--- config.mk ---
export PLATFORM = sky130hd
export DESIGN_NAME = sha256_block_feeder_flat
export DESIGN_NICKNAME = d
export VERILOG_FILES = /design/src/rtl/sha256_block_feeder_if.sv /design/src/rtl/sha256_block_feeder.sv /design/src/flat_wrapper.sv
export SDC_FILE = /design/constraint.sdc
export NUM_CORES = 2
export LEC_CHECK = 0
export BUFFER_PORTS_ARGS = -buffer_cell sky130_fd_sc_hd__buf_2
export CAP_MARGIN = 20
export CORE_AREA = 2 2 534 536
export CTS_BUF_LIST = sky130_fd_sc_hd__clkbuf_8
export DETAILED_ROUTE_END_ITERATION = 7
export DIE_AREA = 0 0 536 538
export PLACE_DENSITY = 0.35
export SLEW_MARGIN = 20
export SYNTH_ARGS = -nofsm -noshare
export SYNTH_HDL_FRONTEND = slang
export SYNTH_SLANG_ARGS = --single-unit
--- constraint.sdc ---
create_clock -name clk -period 4.2 [get_ports clk]
set_input_delay 0.84 -clock clk [delete_from_list [all_inputs] [get_ports clk]]
set_output_delay 0.84 -clock clk [all_outputs]
set_load 0.01 [all_outputs]
--- src/rtl/sha256_block_feeder_if.sv ---
// Bundles the feeder's control, memory-read and hasher-handshake signals.
// slave is the feeder's view; master is the view of whatever drives the feeder.
interface sha256_block_feeder_if;
    logic         start;
    logic [15:0]  message_addr;
    logic [15:0]  mem_addr;
    logic         mem_rd;
    logic [31:0]  mem_read_data;
    logic         blk_start;
    logic [511:0] blk_data;
    logic [255:0] blk_h_in;
    logic [255:0] blk_h_out;
    logic         blk_done;
    logic         busy;
    logic         done;
    logic [255:0] digest;

    modport slave (
        input  start, message_addr, mem_read_data, blk_h_out, blk_done,
        output mem_addr, mem_rd, blk_start, blk_data, blk_h_in, busy, done, digest
    );

    modport master (
        output start, message_addr, mem_read_data, blk_h_out, blk_done,
        input  mem_addr, mem_rd, blk_start, blk_data, blk_h_in, busy, done, digest
    );
endinterface

--- src/rtl/sha256_block_feeder.sv ---
// Fetches a fixed-length message from memory, pads it into SHA-256 blocks and
// drives a single-block hasher, chaining the intermediate hash between blocks.
module sha256_block_feeder #(
    parameter int NUM_OF_WORDS = 20
) (
    input logic                 clk,
    input logic                 reset,
    sha256_block_feeder_if.slave bus
);
    localparam int           NUM_BLOCKS = (NUM_OF_WORDS * 32 + 65 + 511) / 512;
    localparam logic [63:0]  MSG_BITS   = 64'(NUM_OF_WORDS) * 64'd32;
    localparam logic [31:0]  N_WORDS    = 32'(NUM_OF_WORDS);
    localparam logic [15:0]  LAST_BLK   = 16'(NUM_BLOCKS - 1);
    localparam logic [255:0] IV = {32'h6a09e667, 32'hbb67ae85, 32'h3c6ef372, 32'ha54ff53a,
                                   32'h510e527f, 32'h9b05688c, 32'h1f83d9ab, 32'h5be0cd19};

    typedef enum logic [2:0] {IDLE, FETCH, HASH, WAIT, NEXT, DONE} state_t;

    state_t       state_q, state_d;
    logic [15:0]  b_q, b_d;
    logic [4:0]   c_q, c_d;
    logic [15:0]  base_q, base_d;
    logic [15:0]  mem_addr_q, mem_addr_d;
    logic         mem_rd_q, mem_rd_d;
    logic         blk_start_q, blk_start_d;
    logic [511:0] blk_data_q, blk_data_d;
    logic [255:0] blk_h_in_q, blk_h_in_d;
    logic         busy_q, busy_d;
    logic         done_q, done_d;
    logic [255:0] digest_q, digest_d;

    logic [31:0]  g_wr;
    logic [31:0]  g_rd;
    logic [31:0]  g_next_blk;
    logic         last_blk;
    logic [31:0]  word_val;

    // g_wr is the global index of the word being written this cycle (valid for c >= 1)
    assign g_wr       = {12'd0, b_q, 4'd0} + {27'd0, c_q} - 32'd1;
    assign g_rd       = {12'd0, b_q, 4'd0} + {27'd0, c_q} + 32'd1;
    assign g_next_blk = {12'd0, b_q + 16'd1, 4'd0};
    assign last_blk   = (b_q == LAST_BLK);

    always_comb begin
        word_val = 32'd0;
        if (g_wr < N_WORDS)
            word_val = bus.mem_read_data;
        else if (g_wr == N_WORDS)
            word_val = 32'h8000_0000;
        else if (last_blk && c_q == 5'd15)
            word_val = MSG_BITS[63:32];
        else if (last_blk && c_q == 5'd16)
            word_val = MSG_BITS[31:0];
    end

    always_comb begin
        state_d     = state_q;
        b_d         = b_q;
        c_d         = c_q;
        base_d      = base_q;
        mem_addr_d  = mem_addr_q;
        mem_rd_d    = 1'b0;
        blk_start_d = 1'b0;
        blk_data_d  = blk_data_q;
        blk_h_in_d  = blk_h_in_q;
        done_d      = 1'b0;
        digest_d    = digest_q;
        case (state_q)
            IDLE: begin
                if (bus.start) begin
                    base_d     = bus.message_addr;
                    blk_h_in_d = IV;
                    b_d        = 16'd0;
                    c_d        = 5'd0;
                    mem_addr_d = bus.message_addr;
                    mem_rd_d   = 1'b1;
                    state_d    = FETCH;
                end
            end
            FETCH: begin
                // Words shift in from the bottom, so W0 ends up in the top slot after 16 writes
                if (c_q != 5'd0)
                    blk_data_d = {blk_data_q[479:0], word_val};
                if (c_q < 5'd15) begin
                    mem_addr_d = mem_addr_q + 16'd1;
                    mem_rd_d   = (g_rd < N_WORDS);
                end
                if (c_q == 5'd16) begin
                    blk_start_d = 1'b1;
                    state_d     = HASH;
                end else begin
                    c_d = c_q + 5'd1;
                end
            end
            HASH: state_d = WAIT;
            WAIT: begin
                if (bus.blk_done) begin
                    blk_h_in_d = bus.blk_h_out;
                    state_d    = NEXT;
                end
            end
            NEXT: begin
                if (last_blk) begin
                    digest_d = blk_h_in_q;
                    done_d   = 1'b1;
                    state_d  = DONE;
                end else begin
                    b_d        = b_q + 16'd1;
                    c_d        = 5'd0;
                    mem_addr_d = base_q + {b_q[11:0] + 12'd1, 4'd0};
                    mem_rd_d   = (g_next_blk < N_WORDS);
                    state_d    = FETCH;
                end
            end
            DONE:    state_d = IDLE;
            default: state_d = IDLE;
        endcase
        busy_d = (state_d != IDLE);
    end

    always_ff @(posedge clk) begin
        if (reset) begin
            state_q     <= IDLE;
            b_q         <= '0;
            c_q         <= '0;
            base_q      <= '0;
            mem_addr_q  <= '0;
            mem_rd_q    <= 1'b0;
            blk_start_q <= 1'b0;
            blk_data_q  <= '0;
            blk_h_in_q  <= '0;
            busy_q      <= 1'b0;
            done_q      <= 1'b0;
            digest_q    <= '0;
        end else begin
            state_q     <= state_d;
            b_q         <= b_d;
            c_q         <= c_d;
            base_q      <= base_d;
            mem_addr_q  <= mem_addr_d;
            mem_rd_q    <= mem_rd_d;
            blk_start_q <= blk_start_d;
            blk_data_q  <= blk_data_d;
            blk_h_in_q  <= blk_h_in_d;
            busy_q      <= busy_d;
            done_q      <= done_d;
            digest_q    <= digest_d;
        end
    end

    assign bus.mem_addr  = mem_addr_q;
    assign bus.mem_rd    = mem_rd_q;
    assign bus.blk_start = blk_start_q;
    assign bus.blk_data  = blk_data_q;
    assign bus.blk_h_in  = blk_h_in_q;
    assign bus.busy      = busy_q;
    assign bus.done      = done_q;
    assign bus.digest    = digest_q;
endmodule

--- src/flat_wrapper.sv ---
// flat-port wrapper written by rule: the top's interface ports become plain ports
module sha256_block_feeder_flat 
#(
    parameter int NUM_OF_WORDS = 20
)
  (clk, reset, bus_start, bus_message_addr, bus_mem_read_data, bus_blk_h_out, bus_blk_done, bus_mem_addr, bus_mem_rd, bus_blk_start, bus_blk_data, bus_blk_h_in, bus_busy, bus_done, bus_digest);
  sha256_block_feeder_if bus_i ();
  input logic clk;
  input logic reset;
  input wire logic [$bits(bus_i.start)-1:0] bus_start;
  input wire logic [$bits(bus_i.message_addr)-1:0] bus_message_addr;
  input wire logic [$bits(bus_i.mem_read_data)-1:0] bus_mem_read_data;
  input wire logic [$bits(bus_i.blk_h_out)-1:0] bus_blk_h_out;
  input wire logic [$bits(bus_i.blk_done)-1:0] bus_blk_done;
  output wire logic [$bits(bus_i.mem_addr)-1:0] bus_mem_addr;
  output wire logic [$bits(bus_i.mem_rd)-1:0] bus_mem_rd;
  output wire logic [$bits(bus_i.blk_start)-1:0] bus_blk_start;
  output wire logic [$bits(bus_i.blk_data)-1:0] bus_blk_data;
  output wire logic [$bits(bus_i.blk_h_in)-1:0] bus_blk_h_in;
  output wire logic [$bits(bus_i.busy)-1:0] bus_busy;
  output wire logic [$bits(bus_i.done)-1:0] bus_done;
  output wire logic [$bits(bus_i.digest)-1:0] bus_digest;
  assign bus_i.start = bus_start;
  assign bus_i.message_addr = bus_message_addr;
  assign bus_i.mem_read_data = bus_mem_read_data;
  assign bus_i.blk_h_out = bus_blk_h_out;
  assign bus_i.blk_done = bus_blk_done;
  assign bus_mem_addr = bus_i.mem_addr;
  assign bus_mem_rd = bus_i.mem_rd;
  assign bus_blk_start = bus_i.blk_start;
  assign bus_blk_data = bus_i.blk_data;
  assign bus_blk_h_in = bus_i.blk_h_in;
  assign bus_busy = bus_i.busy;
  assign bus_done = bus_i.done;
  assign bus_digest = bus_i.digest;
  sha256_block_feeder #(.NUM_OF_WORDS(NUM_OF_WORDS)) u_core (.clk(clk), .reset(reset), .bus(bus_i));
endmodule
## After elaboration in Yosys (flattened, before gate mapping)

Index checks and enable logic that the tools add are counted.

- Output and inout port bits: 1,044
- Flip-flop bits (word level): 1,084
- Bits of input ports: 308
- Word-level logic and storage cells: 85

- Muxes and demuxes: 29
- Reduce and logical (&&, ||, !) cells: 17
- Magnitude comparators: 4
- Eq/ne operators: 13
- Bitwise gates (word level): 2
- $add $sub $neg: 8

Operators by type and width:

| kind | count |
|---|---|
| two-way mux 256 bit | 2 |
| case mux 256 bit (2 select lines) | 1 |
| two-way mux 32 bit | 3 |
| two-way mux 16 bit | 5 |
| < comparator 32 x 5 -> 1 bit (second input constant) | 2 |
| case mux 16 bit (3 select lines) | 1 |
| adder 16 x 1 -> 16 bit (second input constant) | 2 |
| adder 32 x 1 -> 32 bit (second input constant) | 1 |
| == test 32 x 5 -> 1 bit (second input constant) | 1 |
| case mux 16 bit (2 select lines) | 1 |
| subtractor 21 x 1 -> 22 bit (second input constant) | 1 |
| adder 20 x 5 -> 21 bit | 1 |
| < comparator 20 x 5 -> 1 bit (second input constant) | 1 |
| adder 16 bit | 1 |
| == test 16 x 1 -> 1 bit (second input constant) | 1 |
| two-way mux 5 bit | 3 |
| case mux 3 bit (5 select lines) | 1 |
| case mux 5 bit (3 select lines) | 1 |
| adder 12 x 1 -> 12 bit (second input constant) | 1 |
| two-way mux 3 bit | 4 |
| two-way mux 10 bit | 1 |
| inequality test 2 bit (second input constant) | 4 |
| AND reduction 4 bit | 2 |
| == test 3 x 2 -> 1 bit (second input constant) | 2 |
| other kinds (18) | 30 |

## Longest topological paths before layout

- Depth after elaboration: 6
- Depth in mapped cells: 15
- Gate-level depth less buffers: 14

## Worst setup path after synthesis

No wires, ideal clock.

- Path type: register to register
- Start point: reg u_core.b_q[0]
- End point: reg u_core.blk_data_q[21], in the netlist u_core.bus.blk_data[21]
- Setup time: 66 ps
- Setup slack: 817 ps
- Data required time: 4,134 ps
- Arrival: 3,318 ps
- Stages on the path, launching flop included: 15
- Path buffers: 3
- Clock period less this slack: 3,383 ps
- Cells stage by stage: dfxtp_1 > ha_1 > ha_1 > clkbuf_1 > nand2_1 > a211oi_2 > o22ai_1 > nor4_2 > xor2_1 > nand3_2 > nor4_4 > buf_6 > buf_8 > a22oi_2 > nor2_2

- Word-level cells in the longest chain between the ends: 5
- Elaborated cells between the ends (all ways): 6
- Those cells by class: 2 x add/sub; 1 x order compare; 1 x eq/ne; 2 x mux

RTL lines:

| what | RTL line | source |
|---|---|---|
| from (decl) | sha256_block_feeder.sv:20 | `logic [15:0] b_q, b_d;` |
| from (signal assigned) | sha256_block_feeder.sv:124 | `b_q <= '0;` |
| from (signal assigned) | sha256_block_feeder.sv:137 | `b_q <= b_d;` |
| adder 20 x 5 -> 21 bit (*) | sha256_block_feeder.sv:39 | `assign g_wr = {12'd0, b_q, 4'd0} + {27'd0, c_q} - 32'd1;` |
| subtractor 21 x 1 -> 22 bit (*) | sha256_block_feeder.sv:39 |  |
| parallel branches: the longest is 2 deep, another holds < comparator 32 x 5 -> 1 bit | - |  |
| two-way mux 32 bit (*) | sha256_block_feeder.sv:46 | `if (g_wr < N_WORDS)` |
| to (signal assigned) | sha256_block_feeder.sv:143 | `blk_data_q <= blk_data_d;` |
| to (decl) | sha256_block_feeder.sv:26 | `logic [511:0] blk_data_q, blk_data_d;` |

Mark *: on every way between the ends.
A chain may end at the register's enable or synchronous reset.

## Worst setup path in the final report

- Start point: reg u_core.b_q[3]
- End point: reg u_core.blk_data_q[15], in the netlist u_core.bus.blk_data[15]

Same word-level chain as after synthesis.

==> impl_metrics.py <==
metrics = {
    "critical_path": {
        "endpoint_kind": "flop",
        "required_ps": 4980,
        "worstPathArrival_ps": 4580,
        "crit_path_max_fanout": 22,
        "startpoint_type": "flop",
        "setup.worst_path.class": "reg2reg",
    },
    "logic_synthesis": {
        "ys_async_sr_fraction_pct": 0,
        "synth_top_area_share_pct": 54.5,
        "yosysUniqueCellTypes": 68,
        "ys_ff_latch": 1084,
        "synth_cells": 5103,
        "synth_enable_flop_cells": 0,
        "yosys.area.top_type": "dfxtp_1",
        "netlist_area_um2": 39800,
        "syn_area_per_cell_um2": 7.81,
        "synthFlopType": "dfxtp_1",
        "yosysMostFrequentCell": "nand2_1",
        "synth_seq_area_share_pct": 54.5,
        "synth_warnings": 0,
        "synth.top_cells.by_count": "1671 x nand2_1, 1084 x dfxtp_1, 926 x a21oi_1, 396 x clkbuf_1, 300 x nor3_1",
        "syn-num-nets": 5432,
        "synthTopCellsByArea": "dfxtp_1 54%, nand2_1 16%, a21oi_1 12%",
    },
    "sta": {
        "skew_ps": 105,
        "fin_ws_ps": 391,
        "max_clock_freq_ghz": 0.263,
        "finalHoldWorstSlack_ps": 147,
        "finalMaxSlewViolations": 0,
        "slew_headroom_pct": 13.1,
        "final.setup.tns_ps": 0,
        "period_needed_ps": 3810,
        "finalHoldViolCount": 0,
        "worst_slew_pin_slew_ps": 1300,
        "period_share_pct": 90.7,
        "report.final.setup_viol": 0,
        "rsz0062_at_grt": "false",
    },
    "grt": {
        "grt_pass1_vias": 39323,
        "use_met2_pct": 25.8,
        "grt_busiest_layer": "met2",
        "grt_pass1_wl_um": 332000,
        "gr-total-overflow": 0,
        "use_met1_pct": 20.1,
        "gr-usage-met3_pct": 6.00,
        "grtUsageTotal_pct": 16.2,
        "antenna_found_initial": 44,
        "grt_max_degree": 199,
    },
    "detailed_routing": {
        "drt-initial-drc-count": 2733,
        "vias_per_cell": 3.98,
        "final_antenna_net_count": 0,
        "drcViolationCount": 0,
        "wire_per_inst_um": 24.0,
        "vias": 41061,
        "wirelength_um": 248000,
        "firstDrtPassIters": 5,
    },
    "clock_network": {
        "cts_tree": "yes",
        "clockRootBuffer": "clkbuf_8",
        "clk_pin_slew_ps": 60,
        "cts_buffer_depth": 4,
        "clk_latency_ps": 970,
        "cts_sinks": 1084,
        "postCtsSetupRepairBufs": 0,
        "htreeDepth": 4,
        "cts_buffers": 215,
    },
    "floorplanning": {
        "initial_core_util_pct": 14.1,
        "rows": 196,
        "die_h_um": 538,
        "die-area_um2": 288000,
        "ios": 1352,
        "core_area_um2": 283000,
        "die_w_um": 536,
    },
    "final_layout": {
        "drive_gt1_share_pct": 27.8,
        "ff_latch_area_um2": 21700,
        "syn2layout_area_growth_pct": 39.6,
        "fill_cells": 32314,
        "utilization_pct": 19.6,
        "nets": 6702,
        "finish.instance_area_um2": 55600,
        "multiInputGateArea_um2": 16600,
    },
    "place": {
        "gp_congestion": 0.953,
        "placed_cell_area_um2": 50900,
        "dpl.hpwl_um": 192000,
        "numPortBuffers": 1351,
        "place_ws_ps": 440,
    },
    "power_and_ir_drop": {
        "ir_drop_mv": 0.229,
        "power_leakage_nw": 22.4,
        "power_density_nw_per_um2": 421,
    },
    "flow_run": {
        "maxCapViolations": 0,
    },
    "outcome": {
        "status": "complete, no violations",
    },
    "hold_path": {
        "hold_class": "in2reg",
    },
}
[through the flow]
stage	power, mW	std cells
6_report	23.4	10318
4_1_cts	23.9	10301
2_1_floorplan	11.3	5103
3_3_place_gp	12.0	9909
3_5_place_dp	12.0	9909
5_1_grt	24.4	10307
[report_power, final]
part | internal [mW] | leakage (nW) | switching (mW)
clock | 6.44 | 2.62 | 5.17
combinational | 0.374 | 11.0 | 0.860
sequential | 10.4 | 8.77 | 0.165
[registers in the layout, summed over array words and instances (netlist names), 3 cells and up]
signal,flops
u_core.bus.blk_data,512
u_core.bus.blk_h_in,256
u_core.bus.digest,256
u_core.b_q,16
u_core.base_q,16
u_core.bus.mem_addr,16
u_core.c_q,5
u_core.state_q,3
[repair_timing]
item                      in CTS  in global routing
gates resized for setup        0                  0
hold buffers                   9                  0
hold endpoints to repair       9                  0
[cells in the final DEF (no fill, tap or decap), types with 18 or more instances in the layout]
master and n:
a21oi_1 924, a22oi_1 30, buf_12 25, buf_2 1350, buf_4 82, clkbuf_8 275, clkinv_2 18, dfxtp_1 1084
ha_1 20, inv_1 86, nand2_1 1669, nand3_1 145, nor2_1 228, nor3_1 299, o21ai_0 33, xnor2_1 30
[cell families (layout without fill, tap and decap cells)]
group           count (synthesis)  count (layout)  share of synthesized area (%)
simple gates                 2451            2451                           25.4
flops                        1084            1084                           54.5
compound gates               1070            1070                           14.3
buf+inv                       430            1866                           4.14
xor+xnor                       46              46                           1.01
fa+ha+maj                      21              21                          0.678
mux                             1               1                         0.0251
other cells                     0              17                              0
[cell type report]
type / count / area share (%)
repair buffers: 1467 / 14.3
flip-flops and latches: 1084 / 39.0
clock inverters: 108 / 1.40
clock buffers: 275 / 6.80
multi-input cells: 3589 / 29.8
diodes: 17 / 0.0765
inverters: 16 / 0.108
well taps: 3762 / 8.46
[routing by layer]
layer  up-vias  wire, um
met3       358     23400
li1      19536         -
met5         -       168
met4        28      8610
met1     19620    104000
met2      1519    111000
[worst max-delay path, cell delays in order (launching register included)]
cell,delay (ps)
dfxtp_1,700
nand3_1,360
or3_1,450
a211oi_2,330
o22ai_1,220
nor4_1,510
nor4bb_1,140
nor3_2,340
nor4_4,70
buf_4,170
buf_12,170
a22oi_1,150
nor2_1,60
[path summary, 6_finish.rpt]
check | from | endpoint | slack, ps | cells after the start
setup / recovery | u_core.b_q[3]$_SDFFE_PP0P_ | u_core.bus.blk_data[15]$_SDFFE_PP0P_ | 390 | 12
hold / removal | bus_mem_read_data[13] | u_core.bus.blk_data[13]$_SDFFE_PP0P_ | 150 | 3
setup reg to reg | u_core.b_q[3]$_SDFFE_PP0P_ | u_core.bus.blk_data[15]$_SDFFE_PP0P_ | 390 | 12
hold reg to reg | u_core.bus.blk_data[161]$_SDFFE_PP0P_ | u_core.bus.blk_data[193]$_SDFFE_PP0P_ | 440 | 2
No activity file was read; power rests on OpenSTA's default activity.
